## src/rtl/vga_timing_gen.sv

```systemverilog
// Raster timing source: pixel-rate divider, column/row counters, sync and
// blanking flags, and line/frame start pulses for the VGA display pipeline.
module vga_timing_gen #(
  parameter int unsigned CLK_DIV  = 2,
  parameter int unsigned H_ACTIVE = 640,
  parameter int unsigned H_FP     = 16,
  parameter int unsigned H_SYNC   = 96,
  parameter int unsigned H_BP     = 48,
  parameter int unsigned V_ACTIVE = 480,
  parameter int unsigned V_FP     = 10,
  parameter int unsigned V_SYNC   = 2,
  parameter int unsigned V_BP     = 33,
  parameter bit          SYNC_POL = 1'b0
) (
  input  logic        CLK,
  input  logic        RST,
  input  logic        en,
  output logic [31:0] col,
  output logic [31:0] row,
  output logic        hsync,
  output logic        vsync,
  output logic        video_on,
  output logic        vnotactive,
  output logic        pix_tick,
  output logic        line_start,
  output logic        frame_start
);

  localparam int unsigned H_TOTAL = H_ACTIVE + H_FP + H_SYNC + H_BP;
  localparam int unsigned V_TOTAL = V_ACTIVE + V_FP + V_SYNC + V_BP;

  localparam logic [31:0] H_LAST   = 32'(H_TOTAL - 1);
  localparam logic [31:0] V_LAST   = 32'(V_TOTAL - 1);
  localparam logic [31:0] H_ACT    = 32'(H_ACTIVE);
  localparam logic [31:0] V_ACT    = 32'(V_ACTIVE);
  localparam logic [31:0] HS_START = 32'(H_ACTIVE + H_FP);
  localparam logic [31:0] HS_END   = 32'(H_ACTIVE + H_FP + H_SYNC);
  localparam logic [31:0] VS_START = 32'(V_ACTIVE + V_FP);
  localparam logic [31:0] VS_END   = 32'(V_ACTIVE + V_FP + V_SYNC);
  localparam logic [3:0]  DIV_LAST = 4'(CLK_DIV - 1);

  logic [3:0]  div_q, div_d;
  logic [31:0] col_q, col_d;
  logic [31:0] row_q, row_d;
  logic        hsync_q, hsync_d;
  logic        vsync_q, vsync_d;
  logic        video_on_q, video_on_d;
  logic        vnotactive_q, vnotactive_d;
  logic        line_start_q, line_start_d;
  logic        frame_start_q, frame_start_d;

  // Pixel strobe; held low while in reset so no tick is seen during RST.
  assign pix_tick = en & ~RST & (div_q == DIV_LAST);

  // Next divider and counter values; everything holds while en is low.
  always_comb begin
    div_d = div_q;
    col_d = col_q;
    row_d = row_q;
    if (en) begin
      div_d = (div_q == DIV_LAST) ? 4'd0 : div_q + 4'd1;
    end
    if (pix_tick) begin
      if (col_q == H_LAST) begin
        col_d = '0;
        row_d = (row_q == V_LAST) ? 32'd0 : row_q + 32'd1;
      end else begin
        col_d = col_q + 32'd1;
      end
    end
  end

  // Flags derived from the next coordinates so they switch on the same edge.
  always_comb begin
    hsync_d       = ((col_d >= HS_START) && (col_d < HS_END)) ? SYNC_POL : ~SYNC_POL;
    vsync_d       = ((row_d >= VS_START) && (row_d < VS_END)) ? SYNC_POL : ~SYNC_POL;
    video_on_d    = (col_d < H_ACT) && (row_d < V_ACT);
    vnotactive_d  = (row_d >= V_ACT);
    line_start_d  = pix_tick && (col_d == 32'd0);
    frame_start_d = line_start_d && (row_d == 32'd0);
  end

  // State register with asynchronous reset to the start of a frame.
  always_ff @(posedge CLK or posedge RST) begin
    if (RST) begin
      div_q         <= '0;
      col_q         <= '0;
      row_q         <= '0;
      hsync_q       <= ~SYNC_POL;
      vsync_q       <= ~SYNC_POL;
      video_on_q    <= 1'b1;
      vnotactive_q  <= 1'b0;
      line_start_q  <= 1'b0;
      frame_start_q <= 1'b0;
    end else begin
      div_q         <= div_d;
      col_q         <= col_d;
      row_q         <= row_d;
      hsync_q       <= hsync_d;
      vsync_q       <= vsync_d;
      video_on_q    <= video_on_d;
      vnotactive_q  <= vnotactive_d;
      line_start_q  <= line_start_d;
      frame_start_q <= frame_start_d;
    end
  end

  // Output mapping.
  always_comb begin
    col         = col_q;
    row         = row_q;
    hsync       = hsync_q;
    vsync       = vsync_q;
    video_on    = video_on_q;
    vnotactive  = vnotactive_q;
    line_start  = line_start_q;
    frame_start = frame_start_q;
  end

endmodule

```

## config.mk

```make
export PLATFORM = sky130hd
export DESIGN_NAME = vga_timing_gen
export DESIGN_NICKNAME = d
export VERILOG_FILES = /design/src/rtl/vga_timing_gen.sv
export SDC_FILE = /design/constraint.sdc
export NUM_CORES = 1
export LEC_CHECK = 0
export BUFFER_PORTS_ARGS = -buffer_cell sky130_fd_sc_hd__buf_2
export CAP_MARGIN = 30
export CORE_MARGIN = 2
export CORE_UTILIZATION = 50
export DETAILED_ROUTE_END_ITERATION = 10
export PLACE_DENSITY_LB_ADDON = 0.12
export SLEW_MARGIN = 40
export SYNTH_ARGS = -nofsm -noshare
export SYNTH_HDL_FRONTEND = slang
export SYNTH_SLANG_ARGS = --single-unit
```

## constraint.sdc

```tcl
create_clock -name CLK -period 2.95 [get_ports CLK]
set_input_delay 0 -clock CLK [delete_from_list [all_inputs] [get_ports CLK]]
set_output_delay 0 -clock CLK [all_outputs]
set_load 0.01 [all_outputs]
```

Yosys cells after proc, flatten, opt, wreduce, memory -nomap -nowiden
Index checks and enable logic that the tools add are counted.

cells by class
  mux-type cells = 8
  magnitude comparators = 7
  bitwise gates (word level) = 3
  $mul = 0
  shift operators = 0
  equal/unequal tests = 3
  reductions and logical operators = 7
  div/mod/pow operators = 0
  add/sub/neg operators = 3

operator list
  cell                                                                 number
  two-way mux 32 bit                                                   5
  adder 32 x 1 -> 32 bit, second input constant                        2
  equality test 32 x 10 -> 1 bit, second input constant                2
  greater-or-equal comparator 32 x 9 -> 1 bit, second input constant   2
  logical NOT 32 bit                                                   2
  less-than comparator 32 x 10 -> 1 bit, second input constant         2
  less-than comparator 32 x 9 -> 1 bit, second input constant          2
  greater-or-equal comparator 32 x 10 -> 1 bit, second input constant  1
  logical AND 1 bit                                                    5
  adder 4 x 1 -> 4 bit, second input constant                          1
  equality test 4 x 1 -> 1 bit, second input constant                  1
  two-way mux 4 bit                                                    1
  bitwise AND 1 bit                                                    2
  two-way mux 1 bit                                                    2
  inverter 1 bit                                                       1

storage, ports and cells
  memories kept = 0
  memory bits (writable) = 0
  logic and storage cells = 40
  ROM bits = 0
  register bits = 74
  input port bits = 3
  latch bits = 0
  output and inout port bits = 71

Logic depth before layout (Yosys ltp)
  word-level depth = 7
  depth in mapped cells = 10
  gate-level depth less buffers = 10

Worst setup path after synthesis
No wires, ideal clock.

  path kind = reg2reg
  start point = register col_q[0], in the netlist col[0]
  end point = register video_on_q, in the netlist video_on
  setup slack = -128 ps
  stages on the path, launching flop included = 10
  clock period less this slack = 3078 ps
  data arrival time = 3015 ps
  buffers on the path = 0
  setup time = 63 ps
  required time = 2887 ps
  cell sequence = dfrtp_1 ha_1 and4_1 nand3_1 nor3_2 nand4_2 mux2_1 or4b_4 nor4_4 and4_1

between the ends
  longest elaborated chain between the ends = 5
  elaborated cells between the ends (all ways) = 9
  classes of those cells = add/sub: 1; order compare: 2; eq/ne: 1; mux: 4; reduce/logical: 1

ends and longest elaborated chain
  what                                                                                           line    RTL
  start: declaration                                                                             43      logic [31:0] col_q, col_d;
  start signal: assignment                                                                       97      col_q <= col_d;
  adder 32 x 1 -> 32 bit or equality test 32 x 10 -> 1 bit (tied branches)                       68, 64
  two-way mux 32 bit                                                                             64      if (col_q == H_LAST) begin
  two-way mux 32 bit                                                                             63      if (pix_tick) begin
  less-than comparator 32 x 10 -> 1 bit or less-than comparator 32 x 9 -> 1 bit (tied branches)  77      video_on_d = (col_d < H_ACT) && (row_d < V_ACT);
  logical AND 1 bit (*)                                                                          77
  net video_on_d                                                                                 47      logic video_on_q, video_on_d;
  end signal: assignment                                                                         101     video_on_q <= video_on_d;
  end: declaration                                                                               47

Mark *: on every way through the listed nets, which the timed path passes. The rest lies on a longest branch.
A chain may end at the register's enable or synchronous reset.

Final worst setup path
  start point = register col_q[12], in the netlist col[12]
  end point = register frame_start_q, in the netlist frame_start

between the ends
  longest elaborated chain between the ends = 6
  elaborated cells between the ends (all ways) = 10
  classes of those cells = add/sub: 1; eq/ne: 1; mux: 4; reduce/logical: 4

ends and longest elaborated chain
  what                                                                      line    RTL
  adder 32 x 1 -> 32 bit or equality test 32 x 10 -> 1 bit (tied branches)  68, 64
  two-way mux 32 bit                                                        64
  two-way mux 32 bit                                                        63
  logical NOT 32 bit                                                        79      line_start_d = pix_tick && (col_d == 32'd0);
  logical AND 1 bit                                                         79
  logical AND 1 bit (*)                                                     80      frame_start_d = line_start_d && (row_d == 32'd0);
  net frame_start_d                                                         50      logic frame_start_q, frame_start_d;
  end signal: assignment                                                    104     frame_start_q <= frame_start_d;
  end: declaration                                                          50

Marks and branches as above.

==> impl_metrics.yaml <==
power_and_ir_drop:
  cellLeakagePower_nw: 2.83
  vdd_drop_max_mv: 0.294
  power_mw: 2.07
  pwr_density_cell_nw_per_um2: 347
cts:
  cts_sinks: 74
  insertion_delay_ns: 0.35
  clockBufferDepth: 2
  root_buffer: "clkbuf_8"
  cts.clk_slew.worst_paths_ns: 0.08
  tritoncts: "done"
  cts_inserted_buffers: 9
  htreeDepth: 3
final_layout:
  diodes: 0
  nets: 651
  fin_util: 0.682
  layout_common_cells: "buf_4 (95), buf_2 (73), dfrtp_1 (70)"
  syn_to_final_growth_pct: 31.2
  final_common_cell: "buf_4"
  design_area_um2: 5980
  stdcell_count: 757
  drive_gt1_frac: 0.339
logic_synthesis:
  synth_ff_type: "dfrtp_1"
  synthCells: 488
  syn_avg_cell_area_um2: 9.33
  synth.ff_latch_count: 74
  synth.top_cell.area_share: 0.390
  async_reset_ff_frac: 1.00
  synth_edf_count: 0
  ys_seq_area_frac: 0.408
  syn_nets: 494
  yosys_warnings: 0
  synth_cell_type_count: 59
  synth_area_um2: 4550
  yosysTopAreaCell: "dfrtp_1"
  synth_area_leaders: "dfrtp_1 (39%), xnor2_1 (9.8%), nand4_1 (5.4%)"
timing:
  worstMarginPinSlew_ns: 0.593
  period_needed_ns: 2.94
  drv_slew: 0
  layout_setup_ws_ns: 0.00811
  max_freq_mhz: 340
  maxSlewHeadroom: 0.605
  fin_skew_ns: 0.0171
  hold_violations: 0
  setup_viol: 0
  rsz0062_at_grt: "yes"
  finalCritPeriodShare: 0.997
die:
  die_h_um: 99.4
  rows: 34
  start_util: 0.520
  ios: 74
  coreArea_um2: 8760
  fp.dieArea_um2: 9890
  die-width_um: 99.4
placed_design:
  dp.cells: 738
  portBuffers: 73
  gp_congestion: 0.914
  dp_hpwl_um: 10300
  placed_area_um2: 5660
  pre_cts_slack_ns: -0.140
global_route:
  grt_overflow: 0
  grt_antenna_before_repair: 0
  grt_pass1_wl_um: 22500
  track_usage: 0.284
  grt_pass1_vias: 4352
  grt_max_degree: 48
critical_path:
  r2r_end: "frame_start"
  crit_path_max_incr_delay_ns: 0.54
  timing.rr.start: "col[12]"
  arrival_ns: 3.23
  cp_slowest_cell: "or4b_4"
  reg2reg_slack_ns: 0.008
  path_class: "register to register"
  worst-path-max-fanout: 4
  cp.required_ns: 3.24
  reg2regPathDepth: 9
  critPathCaptureType: "register"
  start_kind: "register"
  path_buf_inv: 1
  worstPathCellList: "nor4_4, nand4_2, nor4b_4, buf_4, nand4_2, mux2_1, or4b_4, nor4_4, and4_1"
  cpLargestDelayFamily: "simple AND/OR/NAND/NOR gates"
drt:
  drc_errors: 0
  avgViaCountPerCell: 5.94
  wl_per_cell_um: 18.0
  ant_nets: 0
  via_count: 4496
  drt_iter0_drc: 250
  wl_um: 13600
  firstDrtPassIters: 4
flow_run:
  maxCapViolations: 0
run_status:
  status: "finished clean"
hold_path:
  hold_path_class: "input port to async pin"
[synth_stat cells (7+ instances only)]
| library cell | count |
|---|---|
| dfrtp_1 | 71 |
| xnor2_1 | 51 |
| nand4_1 | 39 |
| nand2_1 | 36 |
| nor2_1 | 33 |
| nand3_1 | 26 |
| nor4_1 | 19 |
| xor2_1 | 19 |
| o21ai_0 | 18 |
| and3_1 | 15 |
| clkbuf_1 | 15 |
| inv_1 | 14 |
| and4_1 | 12 |
| nor3_1 | 11 |
| and2_1 | 7 |
| nor3b_1 | 7 |
| or4_1 | 7 |
[registers in the layout (all words and copies together), names as in the netlist]
| name | count |
|---|---|
| div_q | 4 |
| frame_start | 1 |
| row | 32 |
| line_start | 1 |
| vnotactive | 1 |
| hsync | 1 |
| vsync | 1 |
| video_on | 1 |
| col | 32 |
[per-stage QoR]
step           TNS (ns)  hold slack (ns)
2_1_floorplan         0           0.0871
3_3_place_gp     -0.193          -0.0127
3_5_place_dp     -0.407          0.00161
4_1_cts         -0.0134            0.171
5_1_grt          -0.224            0.209
6_report              0            0.179
[per-layer routing]
metal / track usage / wire length, um / part of all wire / up-vias
met4: 0.0695 / 165 / 0.012 / 0
met3: 0.0429 / 908 / 0.067 / 19
met2: 0.432 / 6220 / 0.46 / 189
met1: 0.427 / 6330 / 0.46 / 2171
li1: - / - / - / 2117
met5: 0 / 0 / 0 / -
[area by class of cell]
| cell class | count | area [um^2] |
|---|---|---|
| Tap cell | 108 | 135 |
| Fill cell | 735 | 2790 |
| Inverter | 14 | 52.6 |
| Clock inverter | 3 | 17.5 |
| Multi-Input combinational cell | 376 | 2670 |
| Timing Repair Buffer | 170 | 1100 |
| Sequential cell | 74 | 1860 |
| Clock buffer | 12 | 145 |
[cell families (layout without fill, tap and decap cells)]
logic type,count (synthesis),count (layout),share of synthesized area
AOI/OAI and AO/OA,50,50,0.0731
buffers and inverters,38,199,0.0344
muxes,5,5,0.0115
and+or+nand+nor,248,248,0.331
adders and majority gates,3,3,0.00824
DFF,74,74,0.408
xor gates and xnor gates,70,70,0.135
[power by group]
group / leakage, nW / internal [mW] / total (mW) / switching [mW]
logic: 1.77 / 0.131 / 0.287 / 0.156
registers: 0.977 / 1.05 / 1.08 / 0.0355
clock network: 0.0822 / 0.322 / 0.700 / 0.378
[repair_timing]
item,in CTS,in global routing
cloned,0,0
buffers inserted,1,1
setup endpoints to repair,5,5
hold buffers,2,0
gates resized for setup,9,16
pin swaps,2,6
hold endpoints to repair,17,0
[worst register-to-register path: cells and delay by family, from the launching register on]
family        cells  cell delay, ns
buf+inv           1            0.18
flops             1            0.41
mux               1            0.33
simple gates      7            1.96
[worst max-delay path by stage]
stage                     slack (ns)  depth (start not counted)     from     endpoint
after floorplan               0.0009                          9  col[12]     video_on
after global placement         -0.08                          9  col[10]  frame_start
after detailed placement       -0.14                          9  col[10]  frame_start
after CTS                      -0.01                          9  col[12]  frame_start
after global routing           -0.09                          9  col[12]  frame_start
final                          0.008                          9  col[12]  frame_start
No activity file was read; power rests on OpenSTA's default activity.
